[src/rtl/core_pkg.sv]
// Shared definitions for the RV32I core front end.
//   - fetch_state_e : states of the instruction fetch FSM
//   - DEFAULT_RESET_PC : default reset program counter
//   - OPC_OP_IMM / OPC_OP : opcode[6:2] major-opcode values, also used by control
//   - INST_NOP : canonical NOP encoding (addi x0, x0, 0)
package core_pkg;

  typedef enum logic [1:0] {
    FETCH_ST = 2'd0,  // request outstanding at pc
    HOLD_ST  = 2'd1,  // fetched word presented to decode
    DROP_ST  = 2'd2   // waiting out the ack of a cancelled request
  } fetch_state_e;

  localparam logic [31:0] DEFAULT_RESET_PC = 32'h0000_0000;

  localparam logic [4:0] OPC_OP_IMM = 5'b00100;
  localparam logic [4:0] OPC_OP     = 5'b01100;

  localparam logic [31:0] INST_NOP = 32'h0000_0013;

endpackage

[src/rtl/inst_fetch.sv]
// Instruction fetch unit for the single-issue RV32I core.
// Holds the PC, issues one instruction-memory read at a time over req/ack,
// and presents each fetched word plus its PC to decode over valid/ready.
// Ports:
//   clk, rst                  : clock, synchronous active-high reset
//   imem_req/imem_addr        : read request and word-aligned byte address
//   imem_ack/imem_rdata       : read completion and returned word
//   redirect/redirect_pc      : one-cycle PC redirect from execute
//   inst_valid/inst_ready     : decode handshake
//   inst/inst_pc              : buffered instruction and its address
//   opcode/inst_legal         : inst[6:0] and inst[1:0]==2'b11, combinational
//
// Handshakes: imem_req/imem_addr are held constant from assertion until the
// cycle imem_ack is seen high (acks while imem_req is low are ignored).
// A word transfers to decode in every cycle where inst_valid & inst_ready.
module inst_fetch
  import core_pkg::*;
#(
  parameter logic [31:0] RESET_PC = DEFAULT_RESET_PC
) (
  input  logic        clk,
  input  logic        rst,
  output logic        imem_req,
  output logic [31:0] imem_addr,
  input  logic        imem_ack,
  input  logic [31:0] imem_rdata,
  input  logic        redirect,
  input  logic [31:0] redirect_pc,
  output logic        inst_valid,
  input  logic        inst_ready,
  output logic [31:0] inst,
  output logic [31:0] inst_pc,
  output logic [6:0]  opcode,
  output logic        inst_legal
);

  fetch_state_e state_q, state_d;
  logic [31:0]  pc_q, pc_d;
  logic [31:0]  req_addr_q, req_addr_d;
  logic [31:0]  inst_q, inst_d;
  logic [31:0]  inst_pc_q, inst_pc_d;
  logic [31:0]  target;
  logic [1:0]   unused_redirect_lsbs;

  assign target               = {redirect_pc[31:2], 2'b00};
  assign unused_redirect_lsbs = redirect_pc[1:0];

  always_comb begin
    state_d    = state_q;
    pc_d       = pc_q;
    req_addr_d = req_addr_q;
    inst_d     = inst_q;
    inst_pc_d  = inst_pc_q;
    case (state_q)
      FETCH_ST: begin
        if (redirect) begin
          pc_d = target;
          // Without an ack the request to the old pc is still live and must
          // be held until memory answers; with an ack it completes now and
          // its data is simply thrown away.
          if (!imem_ack) begin
            req_addr_d = pc_q;
            state_d    = DROP_ST;
          end
        end else if (imem_ack) begin
          inst_d    = imem_rdata;
          inst_pc_d = pc_q;
          pc_d      = pc_q + 32'd4;  // wraps modulo 2^32
          state_d   = HOLD_ST;
        end
      end
      HOLD_ST: begin
        if (redirect) begin
          pc_d    = target;
          state_d = FETCH_ST;
        end else if (inst_ready) begin
          state_d = FETCH_ST;
        end
      end
      DROP_ST: begin
        // A redirect here only retargets pc; it wins even over a same-cycle
        // stale ack, so the old address is requested once more and dropped.
        if (redirect) begin
          pc_d = target;
        end else if (imem_ack) begin
          state_d = FETCH_ST;
        end
      end
      default: state_d = FETCH_ST;
    endcase
  end

  always_ff @(posedge clk) begin
    if (rst) begin
      state_q    <= FETCH_ST;
      pc_q       <= RESET_PC;
      req_addr_q <= RESET_PC;
      inst_q     <= 32'd0;
      inst_pc_q  <= 32'd0;
    end else begin
      state_q    <= state_d;
      pc_q       <= pc_d;
      req_addr_q <= req_addr_d;
      inst_q     <= inst_d;
      inst_pc_q  <= inst_pc_d;
    end
  end

  // Outputs are masked while rst is high so nothing is requested or offered
  // in the reset cycle, whatever state the flops held before it.
  assign imem_req   = !rst && (state_q == FETCH_ST || state_q == DROP_ST);
  assign imem_addr  = (state_q == DROP_ST) ? req_addr_q : pc_q;
  assign inst_valid = !rst && (state_q == HOLD_ST);
  assign inst       = inst_q;
  assign inst_pc    = inst_pc_q;
  assign opcode     = inst_q[6:0];
  assign inst_legal = (inst_q[1:0] == 2'b11);

endmodule

[config.mk]
export PLATFORM = sky130hd
export DESIGN_NAME = inst_fetch
export DESIGN_NICKNAME = d
export VERILOG_FILES = /design/src/rtl/core_pkg.sv /design/src/rtl/inst_fetch.sv
export SDC_FILE = /design/constraint.sdc
export NUM_CORES = 1
export LEC_CHECK = 0
export BUFFER_PORTS_ARGS = -buffer_cell sky130_fd_sc_hd__clkbuf_2
export CORE_MARGIN = 5
export CORE_UTILIZATION = 50
export CTS_CLUSTER_SIZE = 28
export DETAILED_ROUTE_END_ITERATION = 10
export PLACE_DENSITY = 0.8
export SLEW_MARGIN = 15
export SYNTH_ARGS = -nofsm -noshare
export SYNTH_HDL_FRONTEND = slang
export SYNTH_SLANG_ARGS = --single-unit
export TNS_END_PERCENT = 10
[constraint.sdc]
create_clock -name clk -period 2.84 [get_ports clk]
set_input_delay 0.142 -clock clk [delete_from_list [all_inputs] [get_ports clk]]
set_output_delay 0.142 -clock clk [all_outputs]
set_load 0.005 [all_outputs]
# After elaboration in Yosys (flattened, before gate mapping)
# Index checks and enable logic that the tools add are counted.
[word_totals]
ff_bits = 130
input_bits = 69
output_inout_bits = 106
elab_cells = 41
[op_classes]
n_addsub = 1
eq_ne = 9
mux = 13
bitwise_logic = 2
n_reduce_logical = 11
[op_table]
columns = ["op", "n"]
rows = [
  ["32-bit two-way mux", 4],
  ["32-bit one-hot mux with 2 select lines", 1],
  ["32-bit by 3-bit adder with 32-bit output, second input constant", 1],
  ["2-bit two-way mux", 7],
  ["3-bit inequality test, second input constant", 3],
  ["3-bit AND reduction", 3],
  ["2-bit one-hot mux with 3 select lines", 1],
  ["5-bit AND reduction", 1],
  ["2-bit equality test, second input constant", 2],
  ["2-bit inequality test, second input constant", 2],
  ["2-bit by 1-bit equality test with 1-bit output, second input constant", 1],
  ["1-bit logical AND", 2],
  ["2-bit zero test", 1],
  ["2-bit by 1-bit inequality test with 1-bit output, second input constant", 1],
  ["1-bit NOT", 2],
  ["2-bit nonzero test", 1],
  ["2-bit OR reduction", 1],
  ["1-bit zero test", 1],
  ["1-bit logical OR", 1],
]

# Logic depth before layout (Yosys ltp)
[logic_depth]
depth_word = 4
depth_mapped = 10
ltp_nobuf = 7

# Least setup slack after synthesis
# No wires, ideal clock.
[synth_timing]
path_kind = "flip-flop to flip-flop"
start = "register state_q[0]"
end = "register pc_q[28]"
setup_time_ns = 0.132
arrival_ns = 1.993
required_ns = 2.708
setup_slack_ns = 0.714
path_stages_with_launch = 10
path_buffers = 2
synth_period_minus_slack_ns = 2.126
path_cell_list = "dfxtp_1 -> inv_1 -> ha_1 -> or2_2 -> buf_2 -> o21ai_1 -> buf_4 -> nor3_1 -> nand3_1 -> or3b_2"
[synth_between]
elab_chain_cells = 4
word_cells_on_any_way = 9
cone_classes = "4 x eq/ne; 1 x mux; 4 x reduce/logical"
[synth_rtl]
columns = ["item", "line", "source"]
rows = [
  ["start: declaration", "inst_fetch.sv:37", "fetch_state_e state_q, state_d;"],
  ["start signal: assignment", "inst_fetch.sv:101", "state_q <= state_d;"],
  ["2-bit equality test / 2-bit by 1-bit equality test with 1-bit output (equally long branches)", "inst_fetch.sv:54", "case (state_q)"],
  ["2-bit OR reduction (no line)", "--", ""],
  ["2-bit by 1-bit inequality test with 1-bit output (no line) / 2-bit nonzero test (equally long branches)", "--", ""],
  ["3-bit AND reduction (no line)", "--", ""],
  ["end signal: assignment", "inst_fetch.sv:102", "pc_q <= pc_d;"],
  ["end: declaration", "inst_fetch.sv:38", "logic [31:0] pc_q, pc_d;"],
]
# Parallel ways exist; a longest one is shown, timed or not.
# A chain may end at the register's enable or synchronous reset.

# Worst setup path in the final report
[layout_timing]
start = "register state_q[0]"
end = "register pc_q[22]"
# Same word-level chain as after synthesis.

==> results.md <==
- Slew @ Worst Pin: 0.847 ns
- Number of flops mapped to enable cells by yosys: 0
- Clk_skew: just under 0.007 ns
- Die area: about 14000 um2
- Hold Crit Depth: 3
- CTS root buffer: clkbuf_16
- Max Freq: 0.398 GHz
- CP endpoint kind: flop
- Reg2Reg Launch Point: state_q[0]
- Main synth FF type: dfxtp_1
- Die Y: 118 um
- Via count: 5991
- Iter 0 DRT Violations: 548
- CTS tree: yes
- RSZ-0062 raised after global routing: no
- Final design utilization: 0.664
- Min-delay src: redirect_pc[30]
- CTS clock-pin slew for the worst setup and hold paths: 0.06 ns
- Number of cells on the worst reg-to-reg path: 7
- Critical path origin: state_q[0]
- FFs w/ async S/R, synth: 0
- Placer congestion estimate: 0.889
- Vias in the first global route: 5515
- Reg2reg end: pc_q[22]
- Final Critical Period: ~2.5 ns
- Max Cap Viol: 0
- VDD IR-drop max: 0.442 mV
- Syn-to-layout area delta: 29.8%
- First-pass iteration count of the detailed router: 5
- Pre-CTS WS: 0.333 ns
- Pwr/cell area: 664 nW/um2
- Syn_area_per_cell: ~7.7 um2
- HPWL after DPL: 11500 um
- Setup TNS: 0 ns
- Post-route ant nets: 0
- # port buffers: 168
- Row Count: 39
- Drt drc: 0
- Setup Fix Bufs, Post-CTS: 0
- Hold Path Class: in2reg
- Largest net degree at the start of global routing: between 40 and 50
- Initial antenna violation count: 1
- Initial core utilization: 0.512
- Total power: 5.04 mW
- CP Launch Type: flop
- Core footprint: 11400 um2
- Die Wd: between 100 and 150 um
- GRT overflow: 0
- IO Pins: approximately 180
- Fin. Hold Viols: 0
- Maximum fanout along the worst path: 21
- Post-layout nets: 986
- Final setup fails: 0
- Fraction of layout cells with a size suffix above 1: 0.280
- # fillers: 965
- First-pass GRT wire length: 27700 um
- Design area: ~7600 um2
- Worst-Skew Late Latency: between 0.4 and 0.5 ns
- Slew Viols, Final: 0
- Run status: finished clean
- Synth warn: 0
- Post-synthesis sequential area ratio: 0.425
- Synthesized area: 5840 um2
- Required time of the worst setup path: between 3 and 4 ns
- Hold endpoint: pc_q[30]
- Maximum root-to-sink buffer count: 2
- H-tree depth: 4
- Crit Path Category: reg2reg
- Cells after Synth: 756
- Worst path arrival time: 2.78 ns
- CTS buffer count: 17
- Number of distinct library cells after synthesis: 59
- DR vias/cell: 5.60
- Final setup margin: 0.329 ns
- Post-synthesis register bit count: 124
- Leakage: 3.13 nW
- Total GRT Usage: 0.241
- Period utilisation layout: 0.884
- R2r setup slk: 0.33 ns
- Wirelength, routed: roughly 17000 um
- TritonCTS Sinks: ~120
- Avg WL per Cell: 16.2 um
- Area after DPL: roughly 6600 um2
- Slew headroom: 0.435
==> cell families (layout without fill, tap and decap cells) <==
logic type	Yosys count	after routing	synth area share
compound gates	182	182	0.182
fa+ha+maj	4	4	0.00857
buf+inv	85	252	0.0694
flops	124	124	0.425
mux	32	32	0.0619
other cells	1	5	0.000642
simple gates	328	328	0.253
==> worst max-delay path by stage <==
stage	end	cells past startpoint
3_5_place_dp	pc_q[22]	7
3_3_place_gp	pc_q[22]	7
5_1_grt	pc_q[22]	7
6_report	pc_q[22]	7
4_1_cts	pc_q[22]	7
2_1_floorplan	pc_q[28]	9
==> layout by cell type, fill, tap and decap left out, drive strengths merged, types with 3 or more instances in the layout <==
cell type	n
a32oi	8
o22ai	3
mux2	30
inv	7
and3	8
dlygate4sd3	33
a21oi	111
a221oi	3
nand3	20
nor2b	3
a32o	3
buf	14
nor2	22
and4	7
clkinv	7
dfxtp	124
nand3b	3
ha	4
nand2	218
a31oi	7
nand4	9
and2	6
conb	4
o31ai	6
a22oi	5
o21ai	21
or2	4
clkbuf	185
or3	7
bufinv	4
nor3	13
==> synth_stat cells (all sizes together) (2+ instances only) <==
master / instances / area share
o21ai: 21 / 0.018
o31ai: 6 / 0.0077
inv: 6 / 0.0039
mux2i: 2 / 0.0034
a31oi: 7 / 0.0086
a21oi: 111 / 0.095
buf: 21 / 0.023
mux2: 30 / 0.058
nand3b: 3 / 0.0039
or4: 2 / 0.0026
or3: 7 / 0.0077
a21o: 2 / 0.0026
nand4: 9 / 0.0096
a221oi: 3 / 0.0045
ha: 4 / 0.0086
nor3: 13 / 0.013
a211oi: 2 / 0.0026
clkbuf: 58 / 0.042
o22ai: 3 / 0.0032
nand2b: 2 / 0.0021
dfxtp: 124 / 0.42
nor2: 22 / 0.015
a22oi: 5 / 0.0064
nand2: 218 / 0.14
and2: 6 / 0.0064
and4: 7 / 0.011
nor2b: 3 / 0.0032
o211ai: 2 / 0.0026
a32o: 3 / 0.0051
a32oi: 8 / 0.012
or2: 4 / 0.0043
and3: 8 / 0.0090
nand3: 20 / 0.019
==> per-layer routing <==
| layer | vias up | share of wire | GRT usage |
|---|---|---|---|
| li1 | 2909 | - | - |
| met1 | 2750 | 0.41 | 0.302 |
| met2 | 290 | 0.48 | 0.389 |
| met3 | 42 | 0.079 | 0.0682 |
| met4 | 0 | 0.029 | 0.0961 |
| met5 | - | 0 | 0 |
==> critical path: stages (launching register included) <==
cell and delay (ns):
dfxtp_1 0.35, inv_1 0.07, ha_1 0.39, or2_2 0.29, o21a_1 0.65, o21ai_0 0.22
a221oi_1 0.28, o21ai_0 0.11
==> timing repair <==
action | 4_1_cts | 5_1_grt
gates resized for setup | 0 | 0
hold buffers | 33 | 0
setup endpoints to repair | 0 | 0
hold endpoints to repair | 33 | 0
==> registers in the layout, summed over array words and instances (netlist names) <==
name        count
pc_q           30
inst_pc        30
req_addr_q     30
state_q         2
inst           32
==> per-stage QoR <==
step	std cells	hold slack, ns
finish	1070	0.0134
global route	1070	0.0656
CTS	1069	0.00606
detailed placement	1004	0.370
global placement	1004	0.365
floorplan	759	0.278
==> cell type report <==
| type | instances | area [um2] | area share |
|---|---|---|---|
| Inverter | 6 | 22.5 | 0.00297 |
| Clock buffer | 18 | 439 | 0.0579 |
| Timing Repair Buffer | 214 | 1280 | 0.169 |
| Clock inverter | 14 | 194 | 0.0256 |
| Tap cell | 143 | 179 | 0.0236 |
| Antenna cell | 1 | 2.50 | 0.000330 |
| Sequential cell | 124 | 2480 | 0.327 |
| Multi-Input combinational cell | 550 | 2980 | 0.393 |
==> power breakdown <==
group | internal [mW] | switching (mW) | total (mW) | leakage, nW
logic | 0.332 | 0.423 | 0.755 | 1.81
registers | 1.85 | 0.143 | 1.99 | 1.01
clock network | 1.49 | 0.799 | 2.29 | 0.306
Power figures use the tool's default switching activity.
